--- config.mk ---
export PLATFORM = sky130hd
export DESIGN_NAME = mem_test_seq_flat
export DESIGN_NICKNAME = d
export VERILOG_FILES = /design/src/rtl/mem_test_seq_if.sv /design/src/rtl/mem_test_seq.sv /design/src/flat_wrapper.sv
export SDC_FILE = /design/constraint.sdc
export NUM_CORES = 1
export LEC_CHECK = 0
export ABC_AREA = 0
export ABC_CLOCK_PERIOD_IN_PS = 3900
export CAP_MARGIN = 25
export CORE_MARGIN = 3
export CORE_UTILIZATION = 55
export CTS_CLUSTER_DIAMETER = 200
export CTS_CLUSTER_SIZE = 8
export DETAILED_ROUTE_END_ITERATION = 8
export PLACE_DENSITY = 0.82
export RECOVER_POWER = 100
export SLEW_MARGIN = 20
export SYNTH_ARGS = -nofsm -noshare
export SYNTH_HDL_FRONTEND = slang
export SYNTH_SLANG_ARGS = --single-unit
--- constraint.sdc ---
create_clock -name clk -period 3.9 [get_ports clk]
set_input_delay 0.585 -clock clk [delete_from_list [all_inputs] [get_ports clk]]
set_output_delay 0.585 -clock clk [all_outputs]
set_load 0.005 [all_outputs]
--- src/rtl/mem_test_seq_if.sv ---
// Memory test sequencer bus: control/status handshake plus memory port.
interface mem_test_seq_if #(
    parameter int unsigned DATA_W = 16,
    parameter int unsigned ADDR_W = 16
) ();
    logic              start;
    logic [1:0]        mode;
    logic [ADDR_W-1:0] address;
    logic              load;
    logic              enable;
    logic              output_en;
    logic [DATA_W-1:0] data_out;
    logic [DATA_W-1:0] data_in;
    logic              busy;
    logic              done;
    logic              pass;
    logic [7:0]        err_count;
    logic [ADDR_W-1:0] fail_addr;

    // Sequencer side: drives the memory and reports status
    modport master (
        input  start, mode, data_in,
        output address, load, enable, output_en, data_out,
        output busy, done, pass, err_count, fail_addr
    );

    // Host/memory side
    modport slave (
        output start, mode, data_in,
        input  address, load, enable, output_en, data_out,
        input  busy, done, pass, err_count, fail_addr
    );
endinterface

--- src/rtl/mem_test_seq.sv ---
// Memory test sequencer: writes a pattern to COUNT locations, reads them
// back with a fixed read latency, and counts/locates mismatches.
module mem_test_seq #(
    parameter int unsigned DATA_W    = 16,
    parameter int unsigned ADDR_W    = 16,
    parameter int unsigned COUNT     = 2,
    parameter int unsigned BASE_ADDR = 0,
    parameter int unsigned STRIDE    = 16,
    parameter int unsigned RD_LAT    = 1
) (
    input  logic          clk,
    input  logic          reset,
    mem_test_seq_if.master bus
);

    localparam int unsigned IDX_W = (COUNT > 1) ? $clog2(COUNT) : 1;
    localparam logic [IDX_W-1:0]  LAST_IDX = IDX_W'(COUNT - 1);
    localparam logic [ADDR_W-1:0] BASE     = ADDR_W'(BASE_ADDR);
    localparam logic [ADDR_W-1:0] STEP     = ADDR_W'(STRIDE);
    localparam logic [1:0]        LAST_LAT = 2'(RD_LAT);

    // Replicate a byte across the data width (truncating a partial byte)
    function automatic logic [DATA_W-1:0] rep_byte(input logic [7:0] b);
        logic [DATA_W-1:0] r;
        r = '0;
        for (int k = 0; k < int'(DATA_W); k++) begin
            r[k] = b[3'(k)];
        end
        return r;
    endfunction

    localparam logic [DATA_W-1:0] PAT_5A = rep_byte(8'h5A);
    localparam logic [DATA_W-1:0] PAT_A5 = rep_byte(8'hA5);

    // Pattern for a location; walk is the one-hot 1 << (i mod DATA_W)
    function automatic logic [DATA_W-1:0] pattern(
        input logic [1:0]        m,
        input logic              odd,
        input logic [ADDR_W-1:0] a,
        input logic [DATA_W-1:0] walk
    );
        case (m)
            2'd0:    return odd ? PAT_A5 : PAT_5A;
            2'd1:    return DATA_W'(a);
            2'd2:    return walk;
            default: return ~walk;
        endcase
    endfunction

    typedef enum logic [1:0] {S_IDLE, S_WRITE, S_READ, S_DONE} state_t;

    state_t            r_state;
    logic [1:0]        r_mode;
    logic [IDX_W-1:0]  r_idx;
    logic [1:0]        r_lat;
    logic [DATA_W-1:0] r_walk;
    logic [DATA_W-1:0] r_exp;
    logic [ADDR_W-1:0] r_address;
    logic              r_load;
    logic              r_enable;
    logic              r_output_en;
    logic [DATA_W-1:0] r_data_out;
    logic              r_busy;
    logic              r_done;
    logic              r_pass;
    logic [7:0]        r_err;
    logic [ADDR_W-1:0] r_fail;

    logic [ADDR_W-1:0] w_next_addr;
    logic [DATA_W-1:0] w_next_walk;
    logic [DATA_W-1:0] w_next_pat;
    logic [DATA_W-1:0] w_first_pat;
    logic [DATA_W-1:0] w_start_pat;
    logic              w_last;
    logic              w_mismatch;
    logic [7:0]        w_err_next;

    // Next-location address/pattern and compare result
    assign w_next_addr = r_address + STEP;
    assign w_next_walk = {r_walk[DATA_W-2:0], r_walk[DATA_W-1]};
    assign w_next_pat  = pattern(r_mode, ~r_idx[0], w_next_addr, w_next_walk);
    assign w_first_pat = pattern(r_mode, 1'b0, BASE, DATA_W'(1));
    assign w_start_pat = pattern(bus.mode, 1'b0, BASE, DATA_W'(1));
    assign w_last      = (r_idx == LAST_IDX);
    assign w_mismatch  = (bus.data_in != r_exp);
    assign w_err_next  = (w_mismatch && (r_err != 8'hFF)) ? r_err + 8'd1 : r_err;

    // Sequencer FSM with registered memory-port and status outputs
    always_ff @(posedge clk or negedge reset) begin
        if (!reset) begin
            r_state     <= S_IDLE;
            r_mode      <= 2'd0;
            r_idx       <= '0;
            r_lat       <= 2'd0;
            r_walk      <= DATA_W'(1);
            r_exp       <= '0;
            r_address   <= '0;
            r_load      <= 1'b0;
            r_enable    <= 1'b0;
            r_output_en <= 1'b0;
            r_data_out  <= '0;
            r_busy      <= 1'b0;
            r_done      <= 1'b0;
            r_pass      <= 1'b0;
            r_err       <= 8'd0;
            r_fail      <= '0;
        end else begin
            case (r_state)
                S_IDLE, S_DONE: begin
                    if (bus.start) begin
                        r_state     <= S_WRITE;
                        r_mode      <= bus.mode;
                        r_idx       <= '0;
                        r_walk      <= DATA_W'(1);
                        r_address   <= BASE;
                        r_data_out  <= w_start_pat;
                        r_load      <= 1'b1;
                        r_enable    <= 1'b1;
                        r_output_en <= 1'b0;
                        r_busy      <= 1'b1;
                        r_done      <= 1'b0;
                        r_pass      <= 1'b0;
                        r_err       <= 8'd0;
                        r_fail      <= '0;
                    end
                end
                S_WRITE: begin
                    if (w_last) begin
                        r_state     <= S_READ;
                        r_idx       <= '0;
                        r_walk      <= DATA_W'(1);
                        r_address   <= BASE;
                        r_exp       <= w_first_pat;
                        r_lat       <= 2'd0;
                        r_load      <= 1'b0;
                        r_output_en <= 1'b1;
                        r_data_out  <= '0;
                    end else begin
                        r_idx      <= r_idx + IDX_W'(1);
                        r_walk     <= w_next_walk;
                        r_address  <= w_next_addr;
                        r_data_out <= w_next_pat;
                    end
                end
                S_READ: begin
                    if (r_lat == LAST_LAT) begin
                        r_err <= w_err_next;
                        if (w_mismatch && (r_err == 8'd0)) begin
                            r_fail <= r_address;
                        end
                        if (w_last) begin
                            r_state     <= S_DONE;
                            r_busy      <= 1'b0;
                            r_done      <= 1'b1;
                            r_pass      <= (w_err_next == 8'd0);
                            r_enable    <= 1'b0;
                            r_output_en <= 1'b0;
                        end else begin
                            r_idx     <= r_idx + IDX_W'(1);
                            r_walk    <= w_next_walk;
                            r_address <= w_next_addr;
                            r_exp     <= w_next_pat;
                            r_lat     <= 2'd0;
                        end
                    end else begin
                        r_lat <= r_lat + 2'd1;
                    end
                end
                default: r_state <= S_IDLE;
            endcase
        end
    end

    assign bus.address   = r_address;
    assign bus.load      = r_load;
    assign bus.enable    = r_enable;
    assign bus.output_en = r_output_en;
    assign bus.data_out  = r_data_out;
    assign bus.busy      = r_busy;
    assign bus.done      = r_done;
    assign bus.pass      = r_pass;
    assign bus.err_count = r_err;
    assign bus.fail_addr = r_fail;

endmodule

--- src/flat_wrapper.sv ---
// flat-port wrapper written by rule: the top's interface ports become plain ports
module mem_test_seq_flat 
#(
    parameter int unsigned DATA_W    = 16,
    parameter int unsigned ADDR_W    = 16,
    parameter int unsigned COUNT     = 2,
    parameter int unsigned BASE_ADDR = 0,
    parameter int unsigned STRIDE    = 16,
    parameter int unsigned RD_LAT    = 1
)
  (clk, reset, bus_start, bus_mode, bus_data_in, bus_address, bus_load, bus_enable, bus_output_en, bus_data_out, bus_busy, bus_done, bus_pass, bus_err_count, bus_fail_addr);
  mem_test_seq_if #(.DATA_W(DATA_W), .ADDR_W(ADDR_W)) bus_i ();
  input  logic clk;
  input  logic reset;
  input wire logic [$bits(bus_i.start)-1:0] bus_start;
  input wire logic [$bits(bus_i.mode)-1:0] bus_mode;
  input wire logic [$bits(bus_i.data_in)-1:0] bus_data_in;
  output wire logic [$bits(bus_i.address)-1:0] bus_address;
  output wire logic [$bits(bus_i.load)-1:0] bus_load;
  output wire logic [$bits(bus_i.enable)-1:0] bus_enable;
  output wire logic [$bits(bus_i.output_en)-1:0] bus_output_en;
  output wire logic [$bits(bus_i.data_out)-1:0] bus_data_out;
  output wire logic [$bits(bus_i.busy)-1:0] bus_busy;
  output wire logic [$bits(bus_i.done)-1:0] bus_done;
  output wire logic [$bits(bus_i.pass)-1:0] bus_pass;
  output wire logic [$bits(bus_i.err_count)-1:0] bus_err_count;
  output wire logic [$bits(bus_i.fail_addr)-1:0] bus_fail_addr;
  assign bus_i.start = bus_start;
  assign bus_i.mode = bus_mode;
  assign bus_i.data_in = bus_data_in;
  assign bus_address = bus_i.address;
  assign bus_load = bus_i.load;
  assign bus_enable = bus_i.enable;
  assign bus_output_en = bus_i.output_en;
  assign bus_data_out = bus_i.data_out;
  assign bus_busy = bus_i.busy;
  assign bus_done = bus_i.done;
  assign bus_pass = bus_i.pass;
  assign bus_err_count = bus_i.err_count;
  assign bus_fail_addr = bus_i.fail_addr;
  mem_test_seq #(.DATA_W(DATA_W), .ADDR_W(ADDR_W), .COUNT(COUNT), .BASE_ADDR(BASE_ADDR), .STRIDE(STRIDE), .RD_LAT(RD_LAT)) u_core (.clk(clk), .reset(reset), .bus(bus_i));
endmodule
==> results by group, run 1 <==
Placed design
  – IO Port Bufs: 74
  – GP Congestion: roughly 0.90
  – Detail Placement HPWL: 9.06 mm
  – Setup WS pre-CTS: about 0.77 ns

Synth
  – Post-synth top area cell: dfrtp_1
  – Gate Count Post-Synth: 551
  – Syn avg cell area: approximately 9.4 um2
  – Top_reg_cell synth: dfrtp_1
  – Synth Cell Area: about 5200 um2
  – Post-synth EDFFs: 0
  – Synth cell count leaders: dfrtp_1, nand2_1, o21ai_0, nor2_1, inv_1
  – Register bit total from synthesis: between 90 and 100
  – Synth top area cells: dfrtp_1, o21ai_0, nand2_1, mux2i_1, a22o_1
  – Netlist cell types: 59
  – Synth top area share: 44.2%
  – Async SR Flop Fraction: 100%
  – Synth warn: 0
  – Sequential area share after synthesis: about 45%
  – Most common cell in the synthesized netlist: dfrtp_1

Pwr
  – Clock Power Share: between 10% and 20%
  – Comb power frac: 48.9%
  – NetSw: 0.00176 W
  – Leakage: 2.79 nW
  – VDD IR-drop max: approximately 0.26 mV
  – PnR Total Power: 0.00403 W
  – Seq pwr share: 34.3%
  – Pwr Density: 664 nW/um2
  – Cell internal pwr: approximately 0.0023 W
  – Sw Share: 43.7%

Finish
  – Ant diodes: 0
  – Share of layout cells above drive strength 1: 5.57%
  – Final Core Density: 67.9%
  – Filler cells: between 700 and 800
  – Layout area overhead: 17.6%
  – Nets@finish: 639

STA
  – Final hold violations: 0
  – Final setup viols: 0
  – FMAX: between 0.3 and 0.4 GHz
  – PnR worst setup slack: 0.935 ns
  – Setup TNS: 0 ns
  – Slew margin rel.: -2.11%
  – Final period util: roughly three quarters
  – Worst-Margin Slew: 1.53 ns
  – Final min period: between 2 and 3 ns
  – Layout Skew: 0.00968 ns
  – Unrepaired setup endpoints after global routing: no
  – Max Slew Vio Count: 31

Worst setup path
  – Startpoint types: input port
  – WP data arrival: 3.25 ns
  – Worst endpoint required time: 4.19 ns
  – Crit-path max FO: 13
  – Cells along the critical path: dlygate4sd3_1, xor2_1, nor4_1, nand4_1, and4_1, o21ai_0, buf_4, mux2i_1
  – Crit path capture type: flop
  – Largest stage delay, worst path: 0.55 ns
  – CP top delay family: simple AND/OR/NAND/NOR gates
  – Crit path buf inv count: 2
  – Slowest cell on the critical path: dlygate4sd3_1
  – Worst Path Class, Setup: in2reg

Clock tree
  – Clk buf depth: 2
  – CTS tree: yes
  – Clock transition at the registers of the reported paths: 0.09 ns
  – Num CTS Buffers: 9
  – Hold-fix buffers, CTS: 0
  – Root Driver: clkbuf_8
  – CTS H-tree lvls: 3
  – Clk Latency, worst-skew pair: 0.36 ns
  – Post-CTS Resized: 0
  – Total setup buffers inserted after CTS: 0
  – TritonCTS Sinks: between 90 and 100

Die
  – Rows: 34
  – IO Pins: 83
  – Starting density of the core: 57.7%
  – Core ar.: 8930 um2
  – Die X: 103 um
  – Die area: between 10000 and 15000 um2
  – DIE HEIGHT: 103 um

Detailed routing
  – Drt pass-1 iters: 5
  – Final ANT Viol Nets: 0
  – DRC: 0
  – Total wire length: between 10 and 15 mm
  – DR iter-0 viols: 320
  – DR vias: 4514
  – Vias per cell: 6.29
  – WL/cell: 18.1 um

GRT
  – Gr usage total: 25.3%
  – GRT Max-Usage Layer: met2
  – First-pass GRT wire length: 21.2 mm
  – Met3 Usage GRT: 3.86%
  – Grt ovf: 0
  – Met1 usage: 35.9%
  – Vias in the first global route: between 4000 and 5000
  – Met2 GRT Util: 41.2%
  – Initial antenna violation count: 0
  – Maximum number of pins on one net before global-route repair: between 70 and 80

Hold path
  – Hold Path Class: reg2reg

Flow run
  – Maxcap violations: 1

Run status
  – Outcome: complete, but fails checks
  – Failing checks: max-capacitance violations, max-slew violations
[cell families (layout without fill, tap and decap cells)]
family	after synthesis	in the layout	synth area share [%]
buf+inv	72	124	6.65
compound gates	183	183	24.4
fa+ha+maj	13	13	3.15
other cells	1	8	0.0727
mux	21	21	4.10
xor+xnor	22	22	3.74
flops	92	92	44.7
simple gates	147	147	13.2
[path summary, 6_finish.rpt]
check	cells after the start	endpoint	start	slack, ns
worst min register to register	2	u_core.bus.data_out[5]	u_core.bus.data_out[5]	0.48
worst max register to register	8	u_core.bus.address[11]	u_core.r_state[0]	1.01
min in group asynchronous	1	u_core.bus.err_count[6]	reset	0.58
worst max-delay path	8	u_core.bus.fail_addr[6]	bus_data_in[12]	0.94
worst min-delay path	2	u_core.bus.data_out[5]	u_core.bus.data_out[5]	0.48
max in group asynchronous	3	u_core.r_walk[4]	reset	1.12
[through the flow]
| step | instances | hold WS (ns) | instance area [um2] |
|---|---|---|---|
| 6_report | 718 | 0.483 | 6060 |
| 5_1_grt | 718 | 0.513 | 6060 |
| 4_1_cts | 717 | 0.400 | 6080 |
| 3_5_place_dp | 701 | 0.475 | 5870 |
| 3_3_place_gp | 701 | 0.470 | 5870 |
| 2_1_floorplan | 558 | 0.289 | 5180 |
[area by class of cell]
| class | instances | area [um2] | share of cell area, % |
|---|---|---|---|
| multi-input cells | 394 | 2540 | 41.9 |
| flip-flops and latches | 92 | 2300 | 38.0 |
| repair buffers | 82 | 778 | 12.8 |
| clock buffers | 10 | 138 | 2.27 |
| well taps | 108 | 135 | 2.23 |
| inverters | 26 | 97.6 | 1.61 |
| clock inverters | 6 | 72.6 | 1.20 |
[sequential cells by signal, summed over array words and instances, names as in the netlist]
name                  flops
u_core.bus.address       12
u_core.bus.done           1
u_core.r_walk            16
u_core.r_idx              1
u_core.bus.enable         1
u_core.bus.output_en      1
u_core.bus.pass           1
u_core.bus.err_count      8
u_core.r_exp             16
u_core.bus.fail_addr     12
u_core.bus.load           1
u_core.r_lat              2
u_core.bus.data_out      16
u_core.r_mode             2
u_core.r_state            2
[routing by layer]
layer,part of all wire (%),vias up
li1,-,2070
met3,5.8,20
met1,44,2234
met4,1.3,0
met2,49,190
met5,0,-
[power by group through the flow]
stage | Combinational [W] | Sequential, W | Clock [W]
detailed placement | 0.00202 | 0.00140 | 0
global placement | 0.00195 | 0.00139 | 0
floorplan | 0.00139 | 0.00136 | 0
finish | 0.00197 | 0.00138 | 0.000675
global route | 0.00218 | 0.00141 | 0.000721
CTS | 0.00203 | 0.00138 | 0.000683
[worst reg2reg max path, delay by kind of cell (launching register included)]
family	cells	cell delay, ns
buf+inv	2	1.02
simple gates	1	0.14
fa+ha+maj	1	0.50
compound gates	4	0.75
flops	1	0.40
[cell usage in the layout (no fill, tap or decap), types with 18 or more instances in the layout]
cell type / Yosys / final
dfrtp_1: 91 / 91
nand2_1: 58 / 58
o21ai_0: 53 / 55
dlygate4sd3_1: 0 / 55
nor2_1: 38 / 38
inv_1: 26 / 26
a22o_1: 22 / 22
a21oi_1: 21 / 21
mux2i_1: 20 / 20
xor2_1: 19 / 19
clkdlybuf4s50_1: 0 / 18
Note: power is estimated with default switching activity, not from simulation.
==> run 2, diff against run 1 <==
- ABC_CLOCK_PERIOD_IN_PS: 3900 -> 2500
- CORE_UTILIZATION: 55 -> 49
- PLACE_DENSITY: 0.82 -> 0.77
- clock period: 3.9 -> 2.5 ns (I/O delays scaled with it)
==> run 2 against run 1 <==
The run now ends clean. First-iteration DRC count is 15% lower. Worst hold slack worse by 0.32 ns. Register-to-register slack worse by 0.81 ns. Highest routed layer unchanged. Die area up 12%. Sequential power rose by 55%. Flip-flop and latch count unchanged. Global-route usage fell by 2.4 points. Critical path depth is 1 lower. Routed wire length shrank 0.45%. Clock-buffer cell count is 1 lower. Combinational power is 61% higher.
==> results by group, run 2 (synthesis gave the netlist of run 1 again) <==
Die
  – Die X: 109 um (+5.6%)
  – Core ar.: 10000 um2 (+12%)
  – Starting density of the core: 51.6% (-6.2 points)
  – IO Pins: 83 (unchanged)
  – Rows: 36 (+5.9%)
  – DIE HEIGHT: 109 um (+5.6%)
  – Die area: 11800 um2 (+12%)

Placed design
  – Detail Placement HPWL: 9.06 mm (about the same)
  – IO Port Bufs: 74 (unchanged)
  – Placed cell areas: 5980 um2 (+1.9%)
  – GP Congestion: 0.931 (+3.6%)
  – Setup WS pre-CTS: -0.0753 ns (-0.847 ns)

GRT
  – Gr usage total: 22.9% (-2.4 points)
  – Initial antenna violation count: 0 (unchanged)
  – Grt ovf: 0 (unchanged)
  – Maximum number of pins on one net before global-route repair: 54 (-30%)
  – Vias in the first global route: 4301 (+3.1%)
  – First-pass GRT wire length: 21.5 mm (+1.6%)

Worst setup path
  – WP data arrival: 2.59 ns (-0.66 ns)
  – Crit-path max FO: 8 (-5)
  – Crit path capture type: flop
  – Largest stage delay, worst path: 0.57 ns (+0.02 ns)
  – Cells along the critical path: clkbuf_1, nand4_1, or4_1, nand2_1, a221oi_1, a211o_1, a21oi_1
  – Worst endpoint required time: 2.79 ns (-1.40 ns)
  – Startpoint types: flop
  – Worst Path Class, Setup: reg2reg
  – Slowest cell on the critical path: or4_1

Clock tree
  – Hold-fix buffers, CTS: 0 (unchanged)
  – Clk buf depth: 2 (unchanged)
  – Post-CTS Resized: 0 (unchanged)
  – CTS tree: yes
  – CTS H-tree lvls: 3 (unchanged)
  – Clock transition at the registers of the reported paths: 0.09 ns (about the same)
  – Total setup buffers inserted after CTS: 0 (unchanged)
  – Num CTS Buffers: 9 (unchanged)
  – TritonCTS Sinks: 92 (unchanged)
  – Root Driver: clkbuf_8
  – Clk Latency, worst-skew pair: 0.37 ns (about the same)

STA
  – PnR worst setup slack: 0.198 ns (-0.737 ns)
  – Max Slew Vio Count: 0 (-100%)
  – Final period util: 92.1%
  – Final min period: ~2.3 ns
  – FMAX: approximately 0.43 GHz
  – Worst-Margin Slew: 1.33 ns (-0.207 ns)
  – Layout Skew: 0.0113 ns (+0.00163 ns)
  – Setup TNS: 0 ns (unchanged)
  – Hold Slack: 0.163 ns (-0.319 ns)
  – Slew margin rel.: 11.7% (+14 points)
  – Unrepaired setup endpoints after global routing: no
  – Final hold violations: 0 (unchanged)
  – Final setup viols: 0 (unchanged)

Finish
  – Share of layout cells above drive strength 1: 6.18% (+0.61 points)
  – Nets@finish: 645 (+0.94%)
  – Ant diodes: 0 (unchanged)
  – Filler cells: 856 (+20%)
  – Most common cell after layout, fill and taps aside: dfrtp_1
  – Fin area: 6150 um2 (+1.3%)
  – Layout area overhead: 19.2%
  – Most frequent cells in the layout: dfrtp_1, nand2_1, o21ai_0, dlygate4sd3_1, nor2_1

Pwr
  – Pwr Density: 1040 nW/um2 (+57%)
  – PnR Total Power: 0.00642 W (+59%)
  – VDD IR-drop max: 0.536 mV (+110%)
  – Leakage: 2.81 nW (+0.55%)

Detailed routing
  – DRC: 0 (unchanged)
  – Total wire length: 12.9 mm (-0.45%)
  – Drt pass-1 iters: 5 (unchanged)
  – WL/cell: 17.3 um (-4.4%)
  – Vias per cell: 5.90 (-6.2%)
  – DR vias: 4412 (-2.3%)
  – Final ANT Viol Nets: 0 (unchanged)
  – DR iter-0 viols: 271 (-15%)

Run status
  – Outcome: finished clean

Flow run
  – Maxcap violations: 0 (-1)

Hold path
  – Hold Path Class: in2async
-- run 2: routing by layer --
metal	track usage [%]	part of all wire (%)
met3	4.78	6.2
met4	7.75	1.7
met1	32.3	45
met2	35.3	47
met5	0	0
-- run 2: worst max-delay path: cells and delay by family (launching register included) --
kind / cells / cell delay, ns
and+or+nand+nor: 3 / 1.02
AOI/OAI and AO/OA: 3 / 0.55
DFF: 1 / 0.36
buffers and inverters: 1 / 0.30
-- run 2: layout make-up --
cell class	instances	area [um2]	share of cell area, %
Clock inverter	6	88.8	1.45
Tap cell	133	166	2.71
Timing Repair Buffer	88	835	13.6
Inverter	26	97.6	1.59
Clock buffer	9	124	2.02
Multi-Input combinational cell	394	2530	41.2
Sequential cell	92	2300	37.5
-- run 2: power by group --
part	leakage [nW]	switching, W	internal [W]
clock network	0.102	0.000537	0.000559
logic	1.50	0.00191	0.00127
registers	1.21	0.000286	0.00185
total	2.81	0.00273	0.00369
-- run 2: worst paths after layout --
check	startpoint	endpoint	slack, ns	cells past startpoint
worst max-delay path	u_core.bus.address[4]	u_core.bus.data_out[15]	0.20	7
worst min-delay path	reset	u_core.bus.err_count[6]	0.16	1
worst max register to register	u_core.bus.address[4]	u_core.bus.data_out[15]	0.20	7
worst min register to register	u_core.bus.data_out[2]	u_core.bus.data_out[2]	0.49	2
max in group asynchronous	reset	u_core.bus.data_out[15]	0.49	2
min in group clk	u_core.bus.data_out[2]	u_core.bus.data_out[2]	0.49	2
-- run 2: stage by stage --
step	std cells	utilization (%)
floorplan	558	-
global route	748	61.5
detailed placement	733	59.8
CTS	748	61.9
global placement	733	59.8
finish	748	61.5
==> RTL change 1 (config.mk and constraints of run 1) <==
`ADDR_W` is set to 16 in 3 places; all go to 15.
--- a/src/rtl/mem_test_seq_if.sv
+++ b/src/rtl/mem_test_seq_if.sv
@@ -1,7 +1,7 @@
 // Memory test sequencer bus: control/status handshake plus memory port.
 interface mem_test_seq_if #(
     parameter int unsigned DATA_W = 16,
-    parameter int unsigned ADDR_W = 16
+    parameter int unsigned ADDR_W = 15
 ) ();
     logic              start;
     logic [1:0]        mode;
--- a/src/rtl/mem_test_seq.sv
+++ b/src/rtl/mem_test_seq.sv
@@ -2,7 +2,7 @@
 // back with a fixed read latency, and counts/locates mismatches.
 module mem_test_seq #(
     parameter int unsigned DATA_W    = 16,
-    parameter int unsigned ADDR_W    = 16,
+    parameter int unsigned ADDR_W    = 15,
     parameter int unsigned COUNT     = 2,
     parameter int unsigned BASE_ADDR = 0,
     parameter int unsigned STRIDE    = 16,
--- a/src/flat_wrapper.sv
+++ b/src/flat_wrapper.sv
@@ -2,7 +2,7 @@
 module mem_test_seq_flat 
 #(
     parameter int unsigned DATA_W    = 16,
-    parameter int unsigned ADDR_W    = 16,
+    parameter int unsigned ADDR_W    = 15,
     parameter int unsigned COUNT     = 2,
     parameter int unsigned BASE_ADDR = 0,
     parameter int unsigned STRIDE    = 16,
Ports: changed (resized bus_address and bus_fail_addr); port bits go from 83 to 81. The function was not compared with the original's and may differ.
==> RTL change 1 against run 1 <==
The flow still finishes with violations (capacitance limit, slew limit); routed wire length fell by 5.0%; clock skew rose by 0.0032 ns; synthesized area fell by 1.3%; cell area fell by 2.1%; hold slack improved by 0.0062 ns; power rose by 0.56%; worst setup slack got worse by 0.17 ns; sequential cell count fell by 2; non-clock buffer count fell by 3; largest power group unchanged.
==> RTL change 1: results (changes against run 1) <==
Adder-Cell Fraction of Synth Area 0.0320 (+0.000427); Clock-cell share 0.0350 (+0.000324); CP peak stage delay 0.74 ns (+0.19 ns); Synth Area in XOR/XNOR 0.0396 (+0.00223); first-pass GRT wire length 20300 µm (-4.0%); grt met1 use 0.365 (+0.00534); crit path max fanout 11 (-2); Distinct cells, synth 58 (-1.7%); met3 usage 0.0294 (-0.00921); via count 4335 (-4.0%); sequential fraction of the synthesis area 0.443 (-0.00379); commonest cells in the netlist 89 x dfrtp_1, 71 x nand2_1, 58 x o21ai_0; Data buffer area share 0.127 (-0.00146); FF/Latch Area 2250 µm² (-2.2%); 1st-iter DRT viols 305 (-4.7%); multi-input gates 397 (+0.76%); post-synthesis mux area share 0.0357 (-0.00535); gr usage total 0.246 (-0.00715); layout cell share with drive strength beyond 1 0.0543 (-0.00146); M1 WL 5800 µm (+0.89%); CP top delay family compound AO/OA/AOI/OAI gates; maxcap violations 1 (unchanged); Nets 637 (-0.31%); # fillers 719 (+0.70%); violations in the final reports capacitance limit, slew limit; Routed WL 12300 µm (-5.0%); post-synthesis compound-gate area fraction 0.233 (-0.0110); Final Slew Violations 73 (+140%); HP Start u_core.bus.data_out[8]; Synth area leaders dfrtp_1 44%, o21ai_0 5.7%, nand2_1 5.2%; multi-input gate share of total cell area 0.419 (+0.000573); number of sequential cells 90 (-2.2%); HPWL Detailed 8840 µm (-2.5%); startpoint types flop; Met2 Wirelength 5740 µm (-8.9%); CP max stage cell a21boi_0; port bufs 72 (-2.7%); outcome finished with violations; metal3 WL 532 µm (-29%); met2 Resource Use GR 0.375 (-0.0363); Non-clk bufs 79 (-3.7%); Clock Skew 0.0129 ns (+0.00322 ns); gpl congestion 0.891 (-0.89%)
==> RTL change 1: worst min-delay path, stage by stage, from the launching register on <==
cell and delay [ns]:
dfrtp_1 0.36, nand2_1 0.04, o21ai_0 0.06
==> RTL change 1: metrics by stage <==
stage	instance area [µm²]	worst slack, ns	std cells	power (mW)
floorplan	5110	1.93	559	2.81
global placement	5760	0.910	700	3.38
detailed placement	5760	0.781	700	3.45
CTS	5970	1.16	716	4.13
global route	5940	0.522	716	4.37
finish	5940	0.763	716	4.05
==> RTL change 1: worst paths after layout <==
check | endpoint | slack (ns) | depth (start not counted)
setup / recovery | u_core.bus.fail_addr[14] | 0.76 | 7
hold / removal | u_core.bus.data_out[8] | 0.49 | 2
setup reg to reg | u_core.bus.fail_addr[14] | 0.76 | 7
hold reg to reg | u_core.bus.data_out[8] | 0.49 | 2
max in group asynchronous | u_core.bus.fail_addr[5] | 1.50 | 2
min in group asynchronous | u_core.bus.err_count[7] | 0.66 | 1
==> RTL change 2 (config.mk and constraints of run 1) <==
Without the edit above. Re-encode `state_t` (4 states) as one-hot, 4 bits wide.
--- a/src/rtl/mem_test_seq.sv
+++ b/src/rtl/mem_test_seq.sv
@@ -47,7 +47,7 @@
         endcase
     endfunction
 
-    typedef enum logic [1:0] {S_IDLE, S_WRITE, S_READ, S_DONE} state_t;
+    typedef enum logic [3:0] {S_IDLE = 4'b0001, S_WRITE = 4'b0010, S_READ = 4'b0100, S_DONE = 4'b1000} state_t;
 
     state_t            r_state;
     logic [1:0]        r_mode;
Function: no difference found for any inputs over 10 cycles, from zero or initial values and one cycle with reset low; not proved beyond that.
==> RTL change 2 against run 1 <==
Cell area decreased by 4.8%; hold slack lost 0.0082 ns; core utilization grew 1.0 points; synthesized area fell by 6.3%; sequential cell count grew 2; worst setup slack got worse by 0.27 ns; register-to-register slack got worse by 0.35 ns; power down 14%; routed wire length decreased by 6.6%; critical path type is now flop to flop.
==> RTL change 2: results (changes against run 1) <==
outcome completed; Max IR drop VDD 390 µV (+51%); Adder-Cell Fraction of Synth Area 0.0259 (-0.00564); metal3 WL 897 µm (+20%); grt met1 use 0.361 (+0.00171); wire length per cell 18.1 µm (+0.35%); Synth Area in XOR/XNOR 0.0544 (+0.0170); gpl congestion 0.936 (+4.2%); Worst-Margin Slew 1.42 ns (-0.111 ns); Met2 Wirelength 5570 µm (-12%); M1 WL 5400 µm (-6.1%); total iterations of the first detailed-routing run 6 (+1); Clock Skew 0.00933 ns (-0.000351 ns); Ant. Diodes 0 (unchanged); met3 usage 0.0442 (+0.00561); dpl ws 0.881 ns (+0.109 ns); worst path arrival time 3.52 ns (+0.27 ns); commonest cells in the netlist 92 x dfrtp_1, 52 x nand2_1, 40 x nor2_1; HP Class flop to flop; post-synthesis mux area share 0.0106 (-0.0304); Synth area leaders dfrtp_1 48%, a22o_1 5.8%, xor2_1 4.2%; DP Area 5560 µm² (-5.2%); 1st-iter DRT viols 432 (+35%); largest net degree at the start of global routing 80 (+3.9%); sequential fraction of the synthesis area 0.488 (+0.0408); Vias per Instance 6.07 (-3.5%); gr usage total 0.250 (-0.00259); Routed WL 12100 µm (-6.6%); met2 Resource Use GR 0.382 (-0.0299); layout cell share with drive strength beyond 1 0.0497 (-0.00600); Distinct cells, synth 51 (-14%); post-synthesis compound-gate area fraction 0.229 (-0.0148); Nets 589 (-7.8%); crit path max fanout 29 (+16); Final Cell Area 5770 µm² (-4.8%); # fillers 663 (-7.1%); Pleak 2.73 nW (-2.4%); HPWL Detailed 8720 µm (-3.7%); vias in the first global route 3807 (-8.7%)
## RTL change 2: cell count changes in the layout (fill, tap and decap cells not counted), sizes merged, moves of 7 or more
cell / before / now
inv: 27 / 13
o21ai: 55 / 48
mux2i: 20 / 4
a31oi: 9 / 1
a2bb2oi: 7 / 0
a21oi: 21 / 35
a22o: 22 / 32
## RTL change 2: area by class of cell
type,count,area share
flip-flops and latches,94,0.408
multi-input cells,359,0.385
repair buffers,81,0.136
well taps,105,0.0228
clock buffers,11,0.0262
inverters,13,0.00845
clock inverters,5,0.0141
## RTL change 2: path summary, 6_finish.rpt
| check | from | end | slack (ns) | depth (start not counted) |
|---|---|---|---|---|
| max in group asynchronous | reset | u_core.bus.data_out[8] | 1.30 | 3 |
| hold reg to reg | u_core.bus.output_en | u_core.bus.output_en | 0.47 | 2 |
| setup reg to reg | u_core.r_state[3] | u_core.bus.address[15] | 0.66 | 8 |
| min in group asynchronous | reset | u_core.bus.fail_addr[10] | 0.54 | 1 |
| hold / removal | u_core.bus.output_en | u_core.bus.output_en | 0.47 | 2 |
| setup / recovery | u_core.r_state[3] | u_core.bus.address[15] | 0.66 | 8 |
## RTL change 2: critical path, cell delays in order (launching register included)
cell and delay, ns:
dfrtp_1 0.48, nor2_1 0.17, nand3_1 0.09, clkbuf_1 0.40
o22ai_1 0.56, o21bai_1 0.20, clkbuf_1 0.94, o21ai_1 0.18
o21ai_1 0.14
## RTL change 2: cells by family after synthesis
family | after synthesis
other | 1
adder cells (fa/ha/maj) | 10
multiplexers | 5
AND/OR/NAND/NOR | 143
flip-flops | 94
AO/OA/AOI/OAI | 163
buffers and inverters | 50
XOR/XNOR | 30
## RTL change 2: power breakdown
part	switching (mW)	internal [mW]
clock network	0.337	0.396
logic	0.836	0.533
registers	0.177	1.19
total	1.35	2.12
